===== src/rtl/config_pkg.sv =====
// Shared configuration for the boot-time instruction memory loader.
package config_pkg;

    // Word-address width of instruction memory (depth = 2**IMemAddrWidth words).
    localparam int unsigned IMemAddrWidth = 10;

    // Frame-start marker.
    localparam logic [7:0] SyncByte = 8'hA5;

    typedef enum logic [2:0] {
        IDLE,
        LEN_LO,
        LEN_HI,
        DATA,
        CSUM,
        DONE,
        ERROR
    } loader_state_t;

endpackage


===== src/rtl/imem_loader_if.sv =====
// Byte-stream input and imem write/status bundle of the loader.
// The master modport is the loader side; the slave modport is its environment.
interface imem_loader_if #(
    parameter int unsigned AddrWidth = 10
);
    logic [7:0]           rx_data;
    logic                 rx_valid;
    logic                 imem_we;
    logic [AddrWidth-1:0] imem_addr;
    logic [31:0]          imem_wdata;
    logic                 core_reset;
    logic                 done;
    logic                 error;

    modport master (
        input  rx_data, rx_valid,
        output imem_we, imem_addr, imem_wdata, core_reset, done, error
    );

    modport slave (
        output rx_data, rx_valid,
        input  imem_we, imem_addr, imem_wdata, core_reset, done, error
    );

endinterface


===== src/rtl/byte_to_word.sv =====
// Little-endian 4-byte assembler. The first three bytes are buffered; the
// fourth arrives live, so the full word and its ready strobe are valid in the
// same cycle as the fourth byte.
module byte_to_word (
    input  logic        clk,
    input  logic        reset,
    input  logic        clear,
    input  logic        byte_valid,
    input  logic [7:0]  byte_data,
    output logic [31:0] word,
    output logic        word_ready
);

    logic [1:0]  idx_q;
    logic [23:0] buf_q;

    // Byte counter and lower-byte buffer; clear restarts word alignment.
    always_ff @(posedge clk or posedge reset) begin
        if (reset) begin
            idx_q <= 2'd0;
            buf_q <= 24'd0;
        end else if (clear) begin
            idx_q <= 2'd0;
            buf_q <= 24'd0;
        end else if (byte_valid) begin
            idx_q <= idx_q + 2'd1;
            case (idx_q)
                2'd0:    buf_q[7:0]   <= byte_data;
                2'd1:    buf_q[15:8]  <= byte_data;
                2'd2:    buf_q[23:16] <= byte_data;
                default: ;
            endcase
        end
    end

    // Fourth byte completes the word combinationally.
    always_comb begin
        word       = {byte_data, buf_q};
        word_ready = byte_valid && (idx_q == 2'd3);
    end

endmodule


===== src/rtl/imem_loader.sv =====
// Boot loader: parses SyncByte/LEN/payload/CSUM frames from the UART byte
// stream, writes assembled words into imem and releases the core only once a
// checksum-verified image is in place.
module imem_loader #(
    parameter int unsigned IMemAddrWidth = config_pkg::IMemAddrWidth,
    parameter logic [7:0]  SyncByte      = config_pkg::SyncByte
) (
    input  logic          clk,
    input  logic          reset,
    imem_loader_if.master bus
);

    import config_pkg::*;

    // One extra bit so an image of exactly 'depth' words does not wrap.
    localparam int unsigned IdxWidth = IMemAddrWidth + 1;
    localparam logic [16:0] Depth    = 17'(2 ** IMemAddrWidth);

    loader_state_t            state_q, state_d;
    logic [15:0]              len_q, len_d;
    logic [IdxWidth-1:0]      idx_q, idx_d;
    logic [7:0]               csum_q, csum_d;
    logic                     we_q, we_d;
    logic [IMemAddrWidth-1:0] addr_q, addr_d;
    logic [31:0]              wdata_q, wdata_d;
    logic                     done_q, error_q, core_reset_q;

    logic        b2w_clear;
    logic        b2w_valid;
    logic [31:0] word;
    logic        word_ready;
    logic [16:0] n_ext;
    logic [16:0] next_idx_ext;
    logic        is_sync;

    byte_to_word u_byte_to_word (
        .clk        (clk),
        .reset      (reset),
        .clear      (b2w_clear),
        .byte_valid (b2w_valid),
        .byte_data  (bus.rx_data),
        .word       (word),
        .word_ready (word_ready)
    );

    // Frame parser: next state, counters, checksum and write-port values.
    always_comb begin
        state_d   = state_q;
        len_d     = len_q;
        idx_d     = idx_q;
        csum_d    = csum_q;
        we_d      = 1'b0;
        addr_d    = addr_q;
        wdata_d   = wdata_q;
        b2w_clear = 1'b0;
        b2w_valid = 1'b0;

        is_sync      = bus.rx_valid && (bus.rx_data == SyncByte);
        n_ext        = {1'b0, bus.rx_data, len_q[7:0]};
        next_idx_ext = 17'(idx_q) + 17'd1;

        unique case (state_q)
            IDLE: begin
                if (is_sync) state_d = LEN_LO;
            end
            LEN_LO: begin
                if (bus.rx_valid) begin
                    len_d[7:0] = bus.rx_data;
                    state_d    = LEN_HI;
                end
            end
            LEN_HI: begin
                // Realign the assembler before any payload byte can arrive.
                b2w_clear = 1'b1;
                if (bus.rx_valid) begin
                    len_d[15:8] = bus.rx_data;
                    idx_d       = '0;
                    csum_d      = 8'd0;
                    if (n_ext > Depth) begin
                        state_d = ERROR;
                    end else if (n_ext == 17'd0) begin
                        state_d = CSUM;
                    end else begin
                        state_d = DATA;
                    end
                end
            end
            DATA: begin
                b2w_valid = bus.rx_valid;
                if (bus.rx_valid) begin
                    csum_d = csum_q ^ bus.rx_data;
                end
                if (word_ready) begin
                    we_d    = 1'b1;
                    addr_d  = idx_q[IMemAddrWidth-1:0];
                    wdata_d = word;
                    idx_d   = idx_q + 1'b1;
                    if (next_idx_ext == {1'b0, len_q}) state_d = CSUM;
                end
            end
            CSUM: begin
                if (bus.rx_valid) begin
                    state_d = (bus.rx_data == csum_q) ? DONE : ERROR;
                end
            end
            DONE, ERROR: begin
                if (is_sync) state_d = LEN_LO;
            end
            default: state_d = IDLE;
        endcase
    end

    // State, counters and registered outputs; status follows the next state so
    // it changes on the same edge that accepts the deciding byte.
    always_ff @(posedge clk or posedge reset) begin
        if (reset) begin
            state_q      <= IDLE;
            len_q        <= 16'd0;
            idx_q        <= '0;
            csum_q       <= 8'd0;
            we_q         <= 1'b0;
            addr_q       <= '0;
            wdata_q      <= 32'd0;
            done_q       <= 1'b0;
            error_q      <= 1'b0;
            core_reset_q <= 1'b1;
        end else begin
            state_q      <= state_d;
            len_q        <= len_d;
            idx_q        <= idx_d;
            csum_q       <= csum_d;
            we_q         <= we_d;
            addr_q       <= addr_d;
            wdata_q      <= wdata_d;
            done_q       <= (state_d == DONE);
            error_q      <= (state_d == ERROR);
            core_reset_q <= (state_d != DONE);
        end
    end

    assign bus.imem_we    = we_q;
    assign bus.imem_addr  = addr_q;
    assign bus.imem_wdata = wdata_q;
    assign bus.done       = done_q;
    assign bus.error      = error_q;
    assign bus.core_reset = core_reset_q;

endmodule


===== src/flat_wrapper.sv =====
// flat-port wrapper written by rule: the top's interface ports become plain ports
module imem_loader_flat import config_pkg::*;
#(
    parameter int unsigned IMemAddrWidth = config_pkg::IMemAddrWidth,
    parameter logic [7:0]  SyncByte      = config_pkg::SyncByte
)
  (clk, reset, bus_rx_data, bus_rx_valid, bus_imem_we, bus_imem_addr, bus_imem_wdata, bus_core_reset, bus_done, bus_error);
  imem_loader_if #(.AddrWidth(10)) bus_i ();
  input  logic clk;
  input  logic reset;
  input wire logic [$bits(bus_i.rx_data)-1:0] bus_rx_data;
  input wire logic [$bits(bus_i.rx_valid)-1:0] bus_rx_valid;
  output wire logic [$bits(bus_i.imem_we)-1:0] bus_imem_we;
  output wire logic [$bits(bus_i.imem_addr)-1:0] bus_imem_addr;
  output wire logic [$bits(bus_i.imem_wdata)-1:0] bus_imem_wdata;
  output wire logic [$bits(bus_i.core_reset)-1:0] bus_core_reset;
  output wire logic [$bits(bus_i.done)-1:0] bus_done;
  output wire logic [$bits(bus_i.error)-1:0] bus_error;
  assign bus_i.rx_data = bus_rx_data;
  assign bus_i.rx_valid = bus_rx_valid;
  assign bus_imem_we = bus_i.imem_we;
  assign bus_imem_addr = bus_i.imem_addr;
  assign bus_imem_wdata = bus_i.imem_wdata;
  assign bus_core_reset = bus_i.core_reset;
  assign bus_done = bus_i.done;
  assign bus_error = bus_i.error;
  imem_loader #(.IMemAddrWidth(IMemAddrWidth), .SyncByte(SyncByte)) u_core (.clk(clk), .reset(reset), .bus(bus_i));
endmodule

===== config.mk =====
export PLATFORM = sky130hd
export DESIGN_NAME = imem_loader_flat
export DESIGN_NICKNAME = d
export VERILOG_FILES = /design/src/rtl/config_pkg.sv /design/src/rtl/imem_loader_if.sv /design/src/rtl/byte_to_word.sv /design/src/rtl/imem_loader.sv /design/src/flat_wrapper.sv
export SDC_FILE = /design/constraint.sdc
export NUM_CORES = 1
export LEC_CHECK = 0
export CAP_MARGIN = 30
export CELL_PAD_IN_SITES_DETAIL_PLACEMENT = 0
export CELL_PAD_IN_SITES_GLOBAL_PLACEMENT = 2
export CORE_UTILIZATION = 37
export CTS_BUF_LIST = sky130_fd_sc_hd__clkbuf_2 sky130_fd_sc_hd__clkbuf_4 sky130_fd_sc_hd__clkbuf_8
export CTS_CLUSTER_SIZE = 30
export DETAILED_ROUTE_END_ITERATION = 8
export GPL_TIMING_DRIVEN = 0
export PLACE_DENSITY_LB_ADDON = 0.1
export SETUP_SLACK_MARGIN = 0.1
export SYNTH_ARGS = -nofsm -noshare
export SYNTH_HDL_FRONTEND = slang
export SYNTH_HIERARCHICAL = 1
export SYNTH_SLANG_ARGS = --single-unit

===== constraint.sdc =====
create_clock -name clk -period 3.2 [get_ports clk]
set_clock_uncertainty 0.15 [all_clocks]
set_input_delay 0.64 -clock clk [delete_from_list [all_inputs] [get_ports clk]]
set_output_delay 0.64 -clock clk [all_outputs]
set_load 0.01 [all_outputs]

==> results of run 1 <==
## timing repair
item / 4_1_cts / 5_1_grt
buffers inserted: 1 / 0
endpoints found under the setup margin: 55 / 31
hold buffers: 0 / 0
resized for setup: 4 / 4
## per-stage QoR
stage               cell area [um2]  total power (W)  hold slack [ns]
floorplan                      5280          0.00299            0.290
finish                         6320          0.00446            0.331
CTS                            6300          0.00451            0.340
detailed placement             6110          0.00368            0.311
global placement               6050          0.00364            0.307
global route                   6320          0.00478            0.347
## state kept, by name, indices dropped and copies added (netlist names), 2 cells and up
name                         count
u_core/state_q                   3
u_core/bus.imem_addr            10
u_core/bus.imem_wdata           32
u_core/len_q                    16
u_core/csum_q                    8
u_core/u_byte_to_word/buf_q     24
u_core/idx_q                    11
u_core/u_byte_to_word/idx_q      2
## cell type report
class                   count  area, um2  share of cell area
clock buffers               9        124              0.0196
inverters                  11       48.8             0.00772
multi-input cells         388       2300               0.363
plain buffers              34        199              0.0315
clock inverters             7       57.6             0.00911
flip-flops and latches    110       2750               0.436
repair buffers             58        613              0.0970
well taps                 180        225              0.0357
## power breakdown
part	internal [W]	total, W	switching [W]
logic	0.000831	0.00157	0.000743
registers	0.00180	0.00207	0.000272
clock network	0.000295	0.000818	0.000523
total	0.00292	0.00446	0.00154
## final timing paths
kind / start / end
max in group asynchronous: reset / u_core/idx_q[8]
setup / recovery: bus_rx_data[4] / u_core/bus.core_reset
min in group asynchronous: reset / u_core/u_byte_to_word/buf_q[21]
hold / removal: u_core/bus.imem_addr[3] / u_core/bus.imem_addr[3]
hold reg to reg: u_core/bus.imem_addr[3] / u_core/bus.imem_addr[3]
setup reg to reg: u_core/state_q[2] / u_core/idx_q[4]
## cell families (layout without fill, tap and decap cells)
logic type | after synthesis | in the layout
AOI/OAI and AO/OA | 59 | 59
xor gates and xnor gates | 22 | 22
adders and majority gates | 6 | 6
buffers and inverters | 46 | 119
DFF | 110 | 110
muxes | 42 | 42
and+or+nand+nor | 259 | 259
## cells in the mapped netlist (all sizes together), types with 3 or more instances
cell,number
xor2,3
or2,3
dfrtp,109
inv,11
nand4,6
xnor2,19
nand3,4
o31ai,4
and2,4
a31oi,3
nand2b,37
ha,5
nor4,3
or3,4
nand2,150
o21ai,33
nor2,27
buf,21
nor3,10
mux2i,26
clkbuf,14
mux2,16
a21oi,6
## layer usage
layer	part of all wire	routed length [um]	global-route usage	vias up
li1	-	-	-	1928
met1	0.51	6560	0.275	1899
met2	0.45	5790	0.287	63
met3	0.026	335	0.0230	10
met4	0.012	157	0.0687	0
met5	0	0	0	-
## worst min-delay path, stage by stage, from the launching register on
cell and delay, ns:
dfrtp_1 0.35, nand2_1 0.05, nand2_1 0.05
==> flow_metrics.tcl, run 1 <==
set metrics [dict create \
    synth_top_family_by_area "simple AND/OR/NAND/NOR gates" \
    cp_max_fo 8 \
    viasPerCell 4.89 \
    antenna_cells 0 \
    io_pins 57 \
    antenna_found_initial 0 \
    setup_tns_ns 0 \
    synthArstFlopShare 1.00 \
    htreeDepth 3 \
    cts_max_path_buffers 2 \
    cpLargestDelayFamily "simple AND/OR/NAND/NOR gates" \
    wire_per_inst_um 16.1 \
    synthesis.area_mm2 0.00528 \
    cts.sinks 110 \
    ys_seq_elements 110 \
    tritoncts "yes" \
    endpoint_kind "flop" \
    synth_top_cell_by_area "dfrtp_1" \
    start_util 0.380 \
    tightest_slew_ns 0.811 \
    report.final.hold_viol_count 0 \
    worst-path-stages 7 \
    synth-edff-count 0 \
    critPathKind "in2reg" \
    reg2reg_setup_slack_ns 0.31 \
    postRouteAntennaNets 0 \
    n_fill_cell 1371 \
    hold_depth 2 \
    rsz0062_at_grt "true" \
    finalNonFillerCells 797 \
    synthAdderAreaFrac 0.0140 \
    synth_xor_area_frac 0.0365 \
    gp_congestion 0.758 \
    die_w_um 121 \
    p_per_area_mw_per_mm2 706 \
    clock_latency_ns 0.39 \
    path_buf_inv 1 \
    drive_above_1_share 0.122 \
    synth-simple-area-share 0.227 \
    clk_pin_slew_worst_paths_ns 0.11 \
    setup_violations 0 \
    fmax_mhz 337 \
    grtUsageTotal 0.189 \
    ir_worst_vdd_mv 0.255 \
    dr.first_iter.drc_count 147 \
    synth_flop_cell "dfrtp_1" \
    synth_top_area_share 0.517 \
    cts-root-buf "clkbuf_8" \
    hold_class "reg2reg" \
    synth_compound_area_frac 0.0713 \
    synth_warnings 6 \
    first_global_vias 3956 \
    period_minus_slack_ns 2.97 \
    row_count 43 \
    final_nets 628 \
    crit_chain "clkdlybuf4s50_1 > or3_1 > or4b_4 > maj3_2 > o2bb2ai_2 > a31oi_4 > or2_1" \
    yosysSeqAreaShare 0.522 \
    final_common_cell "nand2_1" \
    grt_max_degree 56 \
    hpwlAfterDp_mm 8.89 \
    synthMuxAreaShare 0.0834 \
    critPathMaxStageDelay_ns 0.67 \
    grt_pass1_wl_mm 21.1 \
    synth_cell_types 54 \
    synth_nets 560 \
    core_area_mm2 0.0139 \
    netlist_top_cells_area "dfrtp_1 52%, nand2_1 11%, mux2i_1 4.9%, nand2b_1 4.4%, xnor2_1 3.2%" \
    slowest_stage "clkdlybuf4s50_1" \
    setup_ws_ns 0.230 \
    dieArea_mm2 0.0147 \
    drv_cap 0 \
    dp.cells 781 \
    overflow 0 \
    cp.arrival_ns 3.15 \
    port_buffers 55 \
    vias 3900 \
    numCtsBuffers 9 \
    final_util 0.455 \
    finalCritPeriodShare 0.928 \
    start_kind "input pin" \
    wirelength_mm 12.8 \
    leakage_nw 2.95 \
    final_cell_mix "149 x nand2_1, 109 x dfrtp_1, 55 x clkdlybuf4s50_1, 37 x nand2b_1, 27 x nor2_1" \
    drc_errors 0 \
    reg2reg_depth 14 \
    synthCells 544 \
    dr.pass1.iters 4 \
    dp_slack_ns -0.518 \
    max-slew-margin-rel 0.455 \
    crit_required_ns 3.38 \
    status "finished clean" \
    areaGrowthSynthToFinish_pct 19.7 \
    synth_area_per_cell_um2 9.70 \
    slew_violations 0 \
    die_h_um 121 \
]
No activity file was read; power rests on OpenSTA's default activity.
==> inputs of run 2 (changes only) <==
--- a/config.mk
+++ b/config.mk
@@ -10,6 +10,7 @@
 export CELL_PAD_IN_SITES_GLOBAL_PLACEMENT = 2
 export CORE_UTILIZATION = 37
 export CTS_BUF_LIST = sky130_fd_sc_hd__clkbuf_2 sky130_fd_sc_hd__clkbuf_4 sky130_fd_sc_hd__clkbuf_8
+export CTS_CLUSTER_DIAMETER = 200
 export CTS_CLUSTER_SIZE = 30
 export DETAILED_ROUTE_END_ITERATION = 8
 export GPL_TIMING_DRIVEN = 0
==> results of run 2 <==
Final layout, timing and power as in run 1 (identical DEF).
==> inputs of run 3 (changes only) <==
--- a/config.mk
+++ b/config.mk
@@ -5,7 +5,6 @@
 export SDC_FILE = /design/constraint.sdc
 export NUM_CORES = 1
 export LEC_CHECK = 0
-export CAP_MARGIN = 30
 export CELL_PAD_IN_SITES_DETAIL_PLACEMENT = 0
 export CELL_PAD_IN_SITES_GLOBAL_PLACEMENT = 2
 export CORE_UTILIZATION = 37
==> flow_metrics.tcl, run 3 (synthesized netlist as in run 1, its figures left out) <==
set metrics [dict create \
    hold_depth 2 \
    grt_pass1_wl_mm 21.4 \
    cp.arrival_ns 3.18 \
    port_buffers 55 \
    final_nets 627 \
    met2_length_mm 5.62 \
    setup_violations 0 \
    gp_congestion 0.758 \
    io_pins 57 \
    start_util 0.380 \
    vias 3878 \
    clk_pin_slew_worst_paths_ns 0.10 \
    critPathKind "in2reg" \
    reg2reg_setup_slack_ns 0.35 \
    numCtsBuffers 9 \
    dr.pass1.iters 4 \
    clock_latency_ns 0.39 \
    dr.first_iter.drc_count 220 \
    final_common_cell "nand2_1" \
    setup_tns_ns 0 \
    overflow 0 \
    report.final.hold_viol_count 0 \
    grtUsageTotal 0.191 \
    wl_met3_um 351 \
    die_h_um 121 \
    crit_required_ns 3.38 \
    status "finished clean" \
    top_layer "met4" \
    htreeDepth 3 \
    cp_max_fo 8 \
    core_area_mm2 0.0139 \
    tritoncts "yes" \
    endpoint_kind "flop" \
    row_count 43 \
    p_per_area_mw_per_mm2 727 \
    largest_register_ffs 32 \
    first_global_vias 3957 \
    r2r_end "u_core/bus.imem_wdata[29]" \
    r2r_start "u_core/state_q[2]" \
    antenna_found_initial 0 \
    viasPerCell 4.87 \
    hold_class "reg2reg" \
    grt_max_degree 56 \
    cts-root-buf "clkbuf_8" \
    die_w_um 121 \
    finalCritPeriodShare 0.937 \
    ir_worst_vdd_mv 0.307 \
    met1_length_mm 6.54 \
    hold_path_end "u_core/bus.imem_wdata[1]" \
    n_fill_cell 1371 \
    areaGrowthSynthToFinish_pct 20.0 \
    hpwlAfterDp_mm 8.89 \
    dp_slack_ns -0.486 \
    setup_ws_ns 0.201 \
    tightest_slew_ns 1.02 \
    period_minus_slack_ns 3.00 \
    drive_above_1_share 0.119 \
    dieArea_mm2 0.0147 \
    antenna_cells 0 \
    fmax_mhz 333 \
    postRouteAntennaNets 0 \
    max-slew-margin-rel 0.320 \
    rsz0062_at_grt "false" \
    drc_errors 0 \
    cts.sinks 110 \
    start_kind "input pin" \
    hold_start "u_core/u_byte_to_word/buf_q[1]" \
    wirelength_mm 12.7 \
    cts_max_path_buffers 2 \
    wire_per_inst_um 16.0 \
    slew_violations 0 \
    drv_cap 0 \
    leakage_nw 2.96 \
    final_cell_mix "149 x nand2_1, 109 x dfrtp_1, 55 x clkdlybuf4s50_1, 37 x nand2b_1, 27 x nor2_1" \
    reg2reg_depth 13 \
]
run 3: cell types whose count changed in the layout (fill, tap and decap cells not counted):
cell and delta:
nor4_2 -1, clkinv_4 +1, clkinvlp_4 -2, bufinv_16 +2, inv_6 -2, clkbuf_8 +1, buf_16 -1, nor4_1 +1
run 3: metrics by stage:
step                      hold WS [ns]   util  instance area (um2)  instances  total power (W)
after detailed placement         0.310  0.438                 6080        780          0.00367
after global routing             0.350  0.456                 6330        796          0.00493
final                            0.329  0.456                 6330        796          0.00460
after floorplan                  0.290      -                 5280        544          0.00299
after CTS                        0.337  0.456                 6330        796          0.00466
after global placement           0.307  0.436                 6050        779          0.00364
run 3: worst max path at each step:
stage	startpoint	endpoint	slack [ns]	cells past startpoint
after CTS	u_core/state_q[2]	u_core/idx_q[3]	0.16	14
after floorplan	bus_rx_valid	u_core/idx_q[6]	0.18	15
after global placement	reset	u_core/idx_q[2]	-1.26	2
after global routing	u_core/state_q[2]	u_core/idx_q[7]	0.11	14
after detailed placement	bus_rx_valid	u_core/idx_q[3]	-0.49	15
final	bus_rx_data[3]	u_core/bus.core_reset	0.20	7
run 3: per-layer routing:
layer	up-vias	global-route usage
met2	63	0.287
met3	13	0.0282
met1	1881	0.277
li1	1921	-
met5	-	0
met4	0	0.0718
run 3: what timing repair did:
| action | in CTS | in global routing |
|---|---|---|
| setup endpoints to repair | 54 | 32 |
| hold buffers | 0 | 0 |
| setup buffers | 1 | 0 |
| resized for setup | 4 | 3 |
run 3: power by group:
group | leakage (nW) | switching, W | internal, W
sequential | 1.46 | 0.000265 | 0.00180
combinational | 1.39 | 0.000741 | 0.000827
clock | 0.118 | 0.000504 | 0.000469
run 3: worst max-delay path, stage by stage:
cell and delay, ns:
clkdlybuf4s50_1 0.65, or3_1 0.49, or4b_4 0.55, maj3_2 0.33
o2bb2ai_2 0.14, a31oi_4 0.17, or2_1 0.18
run 3: layout make-up:
| type | count | area, um2 | area share |
|---|---|---|---|
| Inverter | 11 | 48.8 | 0.00770 |
| Sequential cell | 110 | 2750 | 0.435 |
| Clock buffer | 10 | 138 | 0.0217 |
| Tap cell | 180 | 225 | 0.0356 |
| Multi-Input combinational cell | 388 | 2290 | 0.362 |
| Clock inverter | 6 | 93.8 | 0.0148 |
| Buffer | 34 | 199 | 0.0314 |
| Timing Repair Buffer | 57 | 586 | 0.0925 |
